`src/rtl/coco_ioctl_pkg.sv`:
```
// Shared definitions for the HPS ioctl upload responder.
//   state_e        : responder FSM states
//   IDX_ROM/CART   : ioctl_index values that map onto the ROM/cartridge store
//   FILL_OOR/ERR   : bytes returned for out-of-range reads and bad index/timeout
//   region_decode  : classifies an (index, offset) pair against the region sizes
package coco_ioctl_pkg;

  typedef enum logic [1:0] {
    IDLE,
    FETCH,
    DONE
  } state_e;

  localparam logic [7:0] IDX_ROM  = 8'd0;
  localparam logic [7:0] IDX_CART = 8'd1;
  localparam logic [7:0] FILL_OOR = 8'h00;
  localparam logic [7:0] FILL_ERR = 8'hFF;

  typedef struct packed {
    logic known;     // index names a region
    logic in_range;  // offset lies inside that region
    logic is_cart;   // region is the cartridge image (else ROM image)
  } region_t;

  function automatic region_t region_decode(input logic [7:0]  idx,
                                            input logic [24:0] addr,
                                            input logic [24:0] rom_len,
                                            input logic [24:0] cart_len);
    region_t r;
    r.known    = 1'b0;
    r.in_range = 1'b0;
    r.is_cart  = 1'b0;
    if (idx == IDX_ROM) begin
      r.known    = 1'b1;
      r.in_range = (addr < rom_len);
    end else if (idx == IDX_CART) begin
      r.known    = 1'b1;
      r.in_range = (addr < cart_len);
      r.is_cart  = 1'b1;
    end
    return r;
  endfunction

endpackage

```
`src/rtl/coco_ioctl_upload_if.sv`:
```
// Bundle of the HPS ioctl upload strobes and the byte memory port.
//   master : the environment (hps_io drives ioctl_*, the memory arbiter answers)
//   slave  : the upload responder
//   ioctl_upload/index/rd/addr -> responder ; ioctl_din/wait <- responder
//   mem_addr/mem_rd <- responder ; mem_ack/mem_dout -> responder
interface coco_ioctl_upload_if #(
  parameter int unsigned MEM_AW = 21
);
  logic              ioctl_upload;
  logic [7:0]        ioctl_index;
  logic              ioctl_rd;
  logic [24:0]       ioctl_addr;
  logic [7:0]        ioctl_din;
  logic              ioctl_wait;
  logic [MEM_AW-1:0] mem_addr;
  logic              mem_rd;
  logic              mem_ack;
  logic [7:0]        mem_dout;

  modport master (
    output ioctl_upload, ioctl_index, ioctl_rd, ioctl_addr,
    input  ioctl_din, ioctl_wait,
    input  mem_addr, mem_rd,
    output mem_ack, mem_dout
  );

  modport slave (
    input  ioctl_upload, ioctl_index, ioctl_rd, ioctl_addr,
    output ioctl_din, ioctl_wait,
    output mem_addr, mem_rd,
    input  mem_ack, mem_dout
  );
endinterface

```
`src/rtl/coco_ioctl_upload.sv`:
```
// HPS ioctl upload responder: serves ioctl_rd strobes from the ROM/cartridge
// store through a variable-latency byte port, stalling the HPS with ioctl_wait.
//   clk_sys, reset  : core clock, synchronous active-high reset
//   bus (slave)     : ioctl upload strobes and the memory byte port
//   upload_active   : ioctl_upload delayed one cycle
//   upload_bytes    : bytes served this session (saturating)
//   err_timeout     : sticky, a fetch ran out of time waiting for mem_ack
module coco_ioctl_upload
  import coco_ioctl_pkg::*;
#(
  parameter int unsigned       MEM_AW    = 21,
  parameter logic [MEM_AW-1:0] ROM_BASE  = '0,
  parameter logic [24:0]       ROM_LEN   = 25'h10000,
  parameter logic [MEM_AW-1:0] CART_BASE = MEM_AW'(21'h010000),
  parameter logic [24:0]       CART_LEN  = 25'h08000,
  parameter int unsigned       TIMEOUT   = 255
) (
  input  logic                clk_sys,
  input  logic                reset,
  coco_ioctl_upload_if.slave  bus,
  output logic                upload_active,
  output logic [24:0]         upload_bytes,
  output logic                err_timeout
);

  localparam int unsigned     CW       = $clog2(TIMEOUT + 1);
  localparam logic [CW-1:0]   CNT_LAST = CW'(TIMEOUT - 1);

  state_e            state_q, state_d;
  logic [7:0]        din_q, din_d;
  logic [MEM_AW-1:0] addr_q, addr_d;
  logic              rd_q, rd_d;
  logic              active_q;
  logic [24:0]       bytes_q, bytes_d;
  logic              err_q, err_d;
  logic [CW-1:0]     cnt_q, cnt_d;
  region_t           dec;
  logic              strobe;

  assign strobe = bus.ioctl_rd & bus.ioctl_upload;
  assign dec    = region_decode(bus.ioctl_index, bus.ioctl_addr, ROM_LEN, CART_LEN);

  always_comb begin
    state_d = state_q;
    din_d   = din_q;
    addr_d  = addr_q;
    rd_d    = rd_q;
    bytes_d = bytes_q;
    err_d   = err_q;
    cnt_d   = cnt_q;

    unique case (state_q)
      IDLE: begin
        if (strobe) begin
          if (!dec.known) begin
            din_d   = FILL_ERR;
            state_d = DONE;
          end else if (!dec.in_range) begin
            din_d   = FILL_OOR;
            state_d = DONE;
          end else begin
            addr_d  = (dec.is_cart ? CART_BASE : ROM_BASE) + bus.ioctl_addr[MEM_AW-1:0];
            rd_d    = 1'b1;
            cnt_d   = '0;
            state_d = FETCH;
          end
        end
      end
      FETCH: begin
        // Session end wins over a coincident ack: the fetch is simply dropped.
        if (!bus.ioctl_upload) begin
          rd_d    = 1'b0;
          state_d = IDLE;
        end else if (bus.mem_ack) begin
          din_d   = bus.mem_dout;
          rd_d    = 1'b0;
          state_d = DONE;
        end else if (cnt_q == CNT_LAST) begin
          din_d   = FILL_ERR;
          rd_d    = 1'b0;
          err_d   = 1'b1;
          state_d = DONE;
        end else begin
          cnt_d = cnt_q + CW'(1);
        end
      end
      DONE: begin
        if (bytes_q != '1) bytes_d = bytes_q + 25'd1;
        state_d = IDLE;
      end
      default: state_d = IDLE;
    endcase

    if (bus.ioctl_upload && !active_q) begin
      bytes_d = '0;
      err_d   = 1'b0;
    end
  end

  always_ff @(posedge clk_sys) begin
    if (reset) begin
      state_q  <= IDLE;
      din_q    <= '0;
      addr_q   <= '0;
      rd_q     <= 1'b0;
      active_q <= 1'b0;
      bytes_q  <= '0;
      err_q    <= 1'b0;
      cnt_q    <= '0;
    end else begin
      state_q  <= state_d;
      din_q    <= din_d;
      addr_q   <= addr_d;
      rd_q     <= rd_d;
      active_q <= bus.ioctl_upload;
      bytes_q  <= bytes_d;
      err_q    <= err_d;
      cnt_q    <= cnt_d;
    end
  end

  assign bus.ioctl_wait = strobe | (state_q != IDLE);
  assign bus.ioctl_din  = din_q;
  assign bus.mem_addr   = addr_q;
  assign bus.mem_rd     = rd_q;
  assign upload_active  = active_q;
  assign upload_bytes   = bytes_q;
  assign err_timeout    = err_q;

endmodule
```
`src/flat_wrapper.sv`:
```
// flat-port wrapper written by rule: the top's interface ports become plain ports
module coco_ioctl_upload_flat import coco_ioctl_pkg::*;
#(
  parameter int unsigned       MEM_AW    = 21,
  parameter logic [MEM_AW-1:0] ROM_BASE  = '0,
  parameter logic [24:0]       ROM_LEN   = 25'h10000,
  parameter logic [MEM_AW-1:0] CART_BASE = MEM_AW'(21'h010000),
  parameter logic [24:0]       CART_LEN  = 25'h08000,
  parameter int unsigned       TIMEOUT   = 255
)
  (clk_sys, reset, upload_active, upload_bytes, err_timeout, bus_ioctl_upload, bus_ioctl_index, bus_ioctl_rd, bus_ioctl_addr, bus_ioctl_din, bus_ioctl_wait, bus_mem_addr, bus_mem_rd, bus_mem_ack, bus_mem_dout);
  coco_ioctl_upload_if #(.MEM_AW(MEM_AW)) bus_i ();
  input  logic clk_sys;
  input  logic reset;
  output logic upload_active;
  output logic [24:0] upload_bytes;
  output logic err_timeout;
  input wire logic [$bits(bus_i.ioctl_upload)-1:0] bus_ioctl_upload;
  input wire logic [$bits(bus_i.ioctl_index)-1:0] bus_ioctl_index;
  input wire logic [$bits(bus_i.ioctl_rd)-1:0] bus_ioctl_rd;
  input wire logic [$bits(bus_i.ioctl_addr)-1:0] bus_ioctl_addr;
  output wire logic [$bits(bus_i.ioctl_din)-1:0] bus_ioctl_din;
  output wire logic [$bits(bus_i.ioctl_wait)-1:0] bus_ioctl_wait;
  output wire logic [$bits(bus_i.mem_addr)-1:0] bus_mem_addr;
  output wire logic [$bits(bus_i.mem_rd)-1:0] bus_mem_rd;
  input wire logic [$bits(bus_i.mem_ack)-1:0] bus_mem_ack;
  input wire logic [$bits(bus_i.mem_dout)-1:0] bus_mem_dout;
  assign bus_i.ioctl_upload = bus_ioctl_upload;
  assign bus_i.ioctl_index = bus_ioctl_index;
  assign bus_i.ioctl_rd = bus_ioctl_rd;
  assign bus_i.ioctl_addr = bus_ioctl_addr;
  assign bus_ioctl_din = bus_i.ioctl_din;
  assign bus_ioctl_wait = bus_i.ioctl_wait;
  assign bus_mem_addr = bus_i.mem_addr;
  assign bus_mem_rd = bus_i.mem_rd;
  assign bus_i.mem_ack = bus_mem_ack;
  assign bus_i.mem_dout = bus_mem_dout;
  coco_ioctl_upload #(.MEM_AW(MEM_AW), .ROM_BASE(ROM_BASE), .ROM_LEN(ROM_LEN), .CART_BASE(CART_BASE), .CART_LEN(CART_LEN), .TIMEOUT(TIMEOUT)) u_core (.clk_sys(clk_sys), .reset(reset), .bus(bus_i), .upload_active(upload_active), .upload_bytes(upload_bytes), .err_timeout(err_timeout));
endmodule
```
`config.mk`:
```
export PLATFORM = sky130hd
export DESIGN_NAME = coco_ioctl_upload_flat
export DESIGN_NICKNAME = d
export VERILOG_FILES = /design/src/rtl/coco_ioctl_pkg.sv /design/src/rtl/coco_ioctl_upload_if.sv /design/src/rtl/coco_ioctl_upload.sv /design/src/flat_wrapper.sv
export SDC_FILE = /design/constraint.sdc
export NUM_CORES = 1
export LEC_CHECK = 0
export ABC_AREA = 1
export BUFFER_PORTS_ARGS = -buffer_cell sky130_fd_sc_hd__clkbuf_2
export CORE_ASPECT_RATIO = 0.75
export CORE_MARGIN = 3
export CORE_UTILIZATION = 40
export DETAILED_ROUTE_END_ITERATION = 7
export GPL_TIMING_DRIVEN = 0
export PLACE_DENSITY = 0.79
export SLEW_MARGIN = 20
export SYNTH_ARGS = -nofsm -noshare
export SYNTH_HDL_FRONTEND = slang
export SYNTH_SLANG_ARGS = --single-unit
```
`constraint.sdc`:
```
create_clock -name clk_sys -period 1.5 [get_ports clk_sys]
set_clock_uncertainty 0.05 [all_clocks]
set_input_delay 0.375 -clock clk_sys [delete_from_list [all_inputs] [get_ports clk_sys]]
set_output_delay 0.375 -clock clk_sys [all_outputs]
set_load 0.005 [all_outputs]
```
* After elaboration in Yosys (flattened, before gate mapping)
Cells that the tools add are included.
** Word-level totals
- Register bits :: 67
- Output and inout bits :: 58
** Cells by class
- $add $sub $neg :: 3
- Order comparisons :: 2
- Equality and inequality tests :: 14
- Mux-type cells :: 32
- Bitwise gates (word level) :: 3
- Reductions and logical operators :: 14
** Operators with widths (count)
- 8-bit two-way mux :: 12
- 8-bit one-hot mux with 2 select lines :: 2
- 25-bit by 1-bit adder with 25-bit output (second input constant) :: 1
- 25-bit by 16-bit < comparator with 1-bit output (second input constant) :: 1
- 25-bit by 17-bit < comparator with 1-bit output (second input constant) :: 1
- 25-bit != test (second input constant) :: 1
- 21-bit adder :: 1
- 17-bit two-way mux :: 1
- 2-bit two-way mux :: 7
- 5-bit AND reduction :: 2
- 8-bit by 1-bit adder with 8-bit output (second input constant) :: 1
- 8-bit by 1-bit equality test with 1-bit output (second input constant) :: 1
- 8-bit equality test (second input constant) :: 1
- 8-bit zero test :: 1
- 4-bit AND reduction :: 2
- 1-bit two-way mux :: 7
- 7-bit AND reduction :: 1
- 2-bit by 1-bit != test with 1-bit output (second input constant) :: 3
- 2-bit != test (second input constant) :: 3
- 4-bit by 3-bit != test with 1-bit output (second input constant) :: 1
- 2-bit one-hot mux with 2 select lines :: 1
- 2-bit AND reduction :: 2
- 2-bit nonzero test :: 2
- 3-bit two-way mux :: 1
- 12 further kinds :: 12

* Longest topological paths before layout
- Word-level depth :: 7
- Gate-level depth with buffers :: 11
- Depth with buffers taken out :: 11

* Worst setup path before layout
OpenSTA, ideal clock, no wires.
- Kind :: register to register
- Start :: register u_core.bytes_q[0], in the netlist u_core.upload_bytes[0]
- End :: register u_core.bytes_q[11], in the netlist u_core.upload_bytes[11]
- Library setup time :: 0.132 ns
- Data arrival time :: 1.576 ns
- Required time :: 1.318 ns
- Path slack :: -0.258 ns
- Stages on the path, launching flop included :: 12
- Buffers on the path :: 1
- Path through :: dfxtp_1 ha_1 inv_2 nor2_4 nand2_2 nor2_4 nand2_2 nand2_4 inv_2 buf_6 nand2_1 a21oi_1
** On the way
- Cells in the longest elaborated chain, start to end :: 2
- Elaborated cells between the ends (all ways) :: 3
- Classes of those cells :: add/sub (1); eq/ne (1); reduce/logical (1)
** RTL lines
- start, declared :: RTL line coco_ioctl_upload.sv:34 : logic [24:0] bytes_q, bytes_d;
- start signal, assigned :: RTL line coco_ioctl_upload.sv:116 : bytes_q <= bytes_d;
- branches (longest 2 deep; another with 25-bit by 1-bit adder with 25-bit output)
Parallel ways; which one is timed is not known.
A chain may end at the register's enable or synchronous reset.

* Worst setup path after layout
- Start :: register u_core.bytes_q[19], in the netlist u_core.upload_bytes[19]
- End :: register u_core.bytes_q[14], in the netlist u_core.upload_bytes[14]
** On the way
- Cells in the longest elaborated chain, start to end :: 2
** RTL lines
- 25-bit != test :: RTL line coco_ioctl_upload.sv:88 : if (bytes_q != '1) bytes_d = bytes_q + 25'd1;
- 2-bit AND reduction (no source line)
No other way between the ends.

==> results.cfg <==
[sta]
hold_violations = 0
fin_ws_ns = -0.1612
rsz0062_at_grt = true
fmax_ghz = 0.6020
tightest_slew_ns = 0.6183
drv_slew = 0
setup_violations = 40
slew_headroom_pct = 58.78
min_period_over_period_pct = 110.7
min_period_ns = 1.661

[min_path]
min_path_cells = 3
worstHoldPathType = in -> reg

[cells_and_area]
layout_commonest_cell = nand2_1
syn_to_final_growth_pct = 51.08
final_util_pct = 63.26
fin_nets = 757
num-fill-cells = 695
drive_above_1_share_pct = 42.48
antenna_cells = 0
instances_no_fill = 819
final_cell_mix = nand2_1 (141), clkbuf_2 (105), nor2_1 (58), a21oi_1 (47), nand3_1 (44)

[setup_path]
worst_setup_path_start_kind = flop
cp_cell_sequence = inv_2 > nor3_4 > nand2_1 > nor2_2 > nand2_4 > nand2_8 > inv_8 > buf_6 > nand2_1 > a21oi_1
crit_required_ns = 1.66
arrival_ns = 1.82
cp_max_fo = 7
end_kind = flop
worst-setup-path-type = reg -> reg
r2r_cells = 10
crit_top_cell = nand2_1
cpPeakStageDelay_ns = 0.37
cp_slowest_cell = dfxtp_2

[floorplanning]
die_h_um = 88.17
die_area_um2 = 10190
die_w_um = 115.6
ios = 104
fp-row-count = 29
core_um2 = 8600
start_util_pct = 41.87

[clock_network]
cts_buffer_depth = 2
cts_tree = built
cts.sinks = 67
clock-root-buffer = clkbuf_16
clk_pin_slew_ns = 0.06
worstSkewPairLatency_ns = 0.33
htree_levels = 3
ctsHoldBuffers = 0
numCtsBuffers = 9

[placed_design]
dp.cells = 763
dpl.hpwl_um = 7941
port_buffers = 103
place_congestion = 0.9571

[power_and_ir_drop]
clock_power_share_pct = 51.6
p_leak_nw = 2.274
power_per_cell_area_nw_per_um2 = 823.6
switchingPower_mw = 1.075
intPower_mw = 3.406
combPwrFrac_pct = 8.4
swShare_pct = 23.99
seqPwrFrac_pct = 40.0
vdd_ir_drop_max_mv = 0.6168

[logic_synthesis]
synthDistinctLibCells = 27
synthCells = 552
syn_area_um2 = 3601
synth_area_leaders = dfxtp_1 (37%), nand2_1 (19%), a21oi_1 (8.2%)
ys_seq_elements = 67
ys_warn_count = 0
synthesis.nets = 603
synth_edf_count = 0
synth_top_area_cell = dfxtp_1
synth_top_area_share_pct = 37.25
synth_flop_cell = dfxtp_1
synth-seq-area-share_pct = 37.25
async_flop_share_pct = 0
postSynthAreaPerCell_um2 = 6.523

[global_routing]
grt_start_max_net_pins = 14
grt_usage_pct = 22.26
grt_pass1_wl_um = 17950
overflow = 0
grt_pass1_vias = 3856
antenna_found_initial = 0

[status]
outcome = finished, violations left
violations = setup timing

[route]
vias = 4400
firstDrtPassIters = 5
remaining_drc_errors = 0
wl_per_cell_um = 15.28
drt-total-wl_um = 12510
postRouteAntennaNets = 0
drt_iter0_drc = 461
routed_via_density = 5.372

[job]
drv_cap = 0
-- timing repair --
item	4_1_cts	5_1_grt
cloned	4	3
gates resized for setup	67	102
pin swaps	12	28
endpoints found under the hold margin	0	0
endpoints found under the setup margin	56	66
buffers inserted	18	16
-- routing by layer --
| layer | up-vias | wire length (um) | track usage [%] |
|---|---|---|---|
| met4 | 0 | 229 | 7.569 |
| met5 | - | 0 | 0 |
| li1 | 2100 | - | - |
| met3 | 28 | 983 | 5.041 |
| met2 | 208 | 5898 | 35.82 |
| met1 | 2064 | 5400 | 29.60 |
-- sequential cells by signal (all words and copies together), names as in the netlist --
signal / cells
u_core.upload_bytes: 25
u_core.bus.mem_rd: 1
u_core.bus.mem_addr: 21
u_core.state_q: 2
u_core.cnt_q: 8
u_core.upload_active: 1
u_core.err_timeout: 1
u_core.bus.ioctl_din: 8
-- power groups by stage --
stage	combinational, mW	sequential, mW	clock, mW
final	0.376	1.79	2.31
after global placement	0.255	1.84	0
after detailed placement	0.260	1.84	0
after floorplan	0.129	1.85	0
after global routing	0.405	1.79	2.42
after CTS	0.298	1.80	2.33
-- through the flow --
step	area [um2]	setup TNS (ns)	total power, mW	hold slack (ns)	setup slack (ns)
floorplan	3623	-0.1063	1.975	0.3844	-0.008752
global placement	4274	-17.50	2.099	0.3898	-0.3719
detailed placement	4274	-19.29	2.104	0.3845	-0.3904
CTS	4935	-2.876	4.435	0.2350	-0.1168
global route	5440	-6.122	4.618	0.2533	-0.2153
finish	5440	-3.701	4.481	0.2388	-0.1612
-- logic make-up after synthesis --
| group | count (synthesis) | share of synthesized area, % |
|---|---|---|
| DFF | 67 | 37.25 |
| and+or+nand+nor | 330 | 39.37 |
| AOI/OAI and AO/OA | 72 | 10.08 |
| buffers and inverters | 61 | 7.436 |
| adders and majority gates | 5 | 1.737 |
| xor gates and xnor gates | 17 | 4.135 |
-- area by class of cell --
cell class	instances	area, um2	area share [%]
Clock inverter	6	90.09	1.656
Sequential cell	67	1404	25.81
Timing Repair Buffer	140	859.6	15.80
Inverter	44	180.2	3.312
Clock buffer	10	229.0	4.209
Timing Repair inverter	1	7.507	0.1380
Multi-Input combinational cell	426	2391	43.95
Tap cell	108	135.1	2.484
Buffer	17	143.9	2.645
-- synth_stat cells (4+ instances only) --
master    instances
a21oi_1          59
buf_2             4
buf_6             4
clkbuf_1          8
dfxtp_1          67
ha_1              5
inv_1            40
inv_2             4
nand2_1         178
nand2_2           7
nand3_1          50
nand4_1          10
nor2_1           65
nor2_2            4
nor3_1            7
o21ai_0          11
xnor2_1           5
xor2_1           12
-- critical path: cells and delay by family (launching register included) --
kind            cells  cell delay [ns]
buf+inv             3             0.25
simple gates        6             0.79
compound gates      1             0.07
flops               1             0.37
-- path summary, 6_finish.rpt --
| kind | start | end | slack [ns] |
|---|---|---|---|
| min | bus_ioctl_addr[11] | u_core.bus.mem_addr[11] | 0.24 |
| min reg2reg | u_core.bus.mem_addr[19] | u_core.bus.mem_addr[19] | 0.40 |
| max | u_core.upload_bytes[19] | u_core.upload_bytes[14] | -0.16 |
| max reg2reg | u_core.upload_bytes[19] | u_core.upload_bytes[14] | -0.16 |
Power figures use the tool's default switching activity.
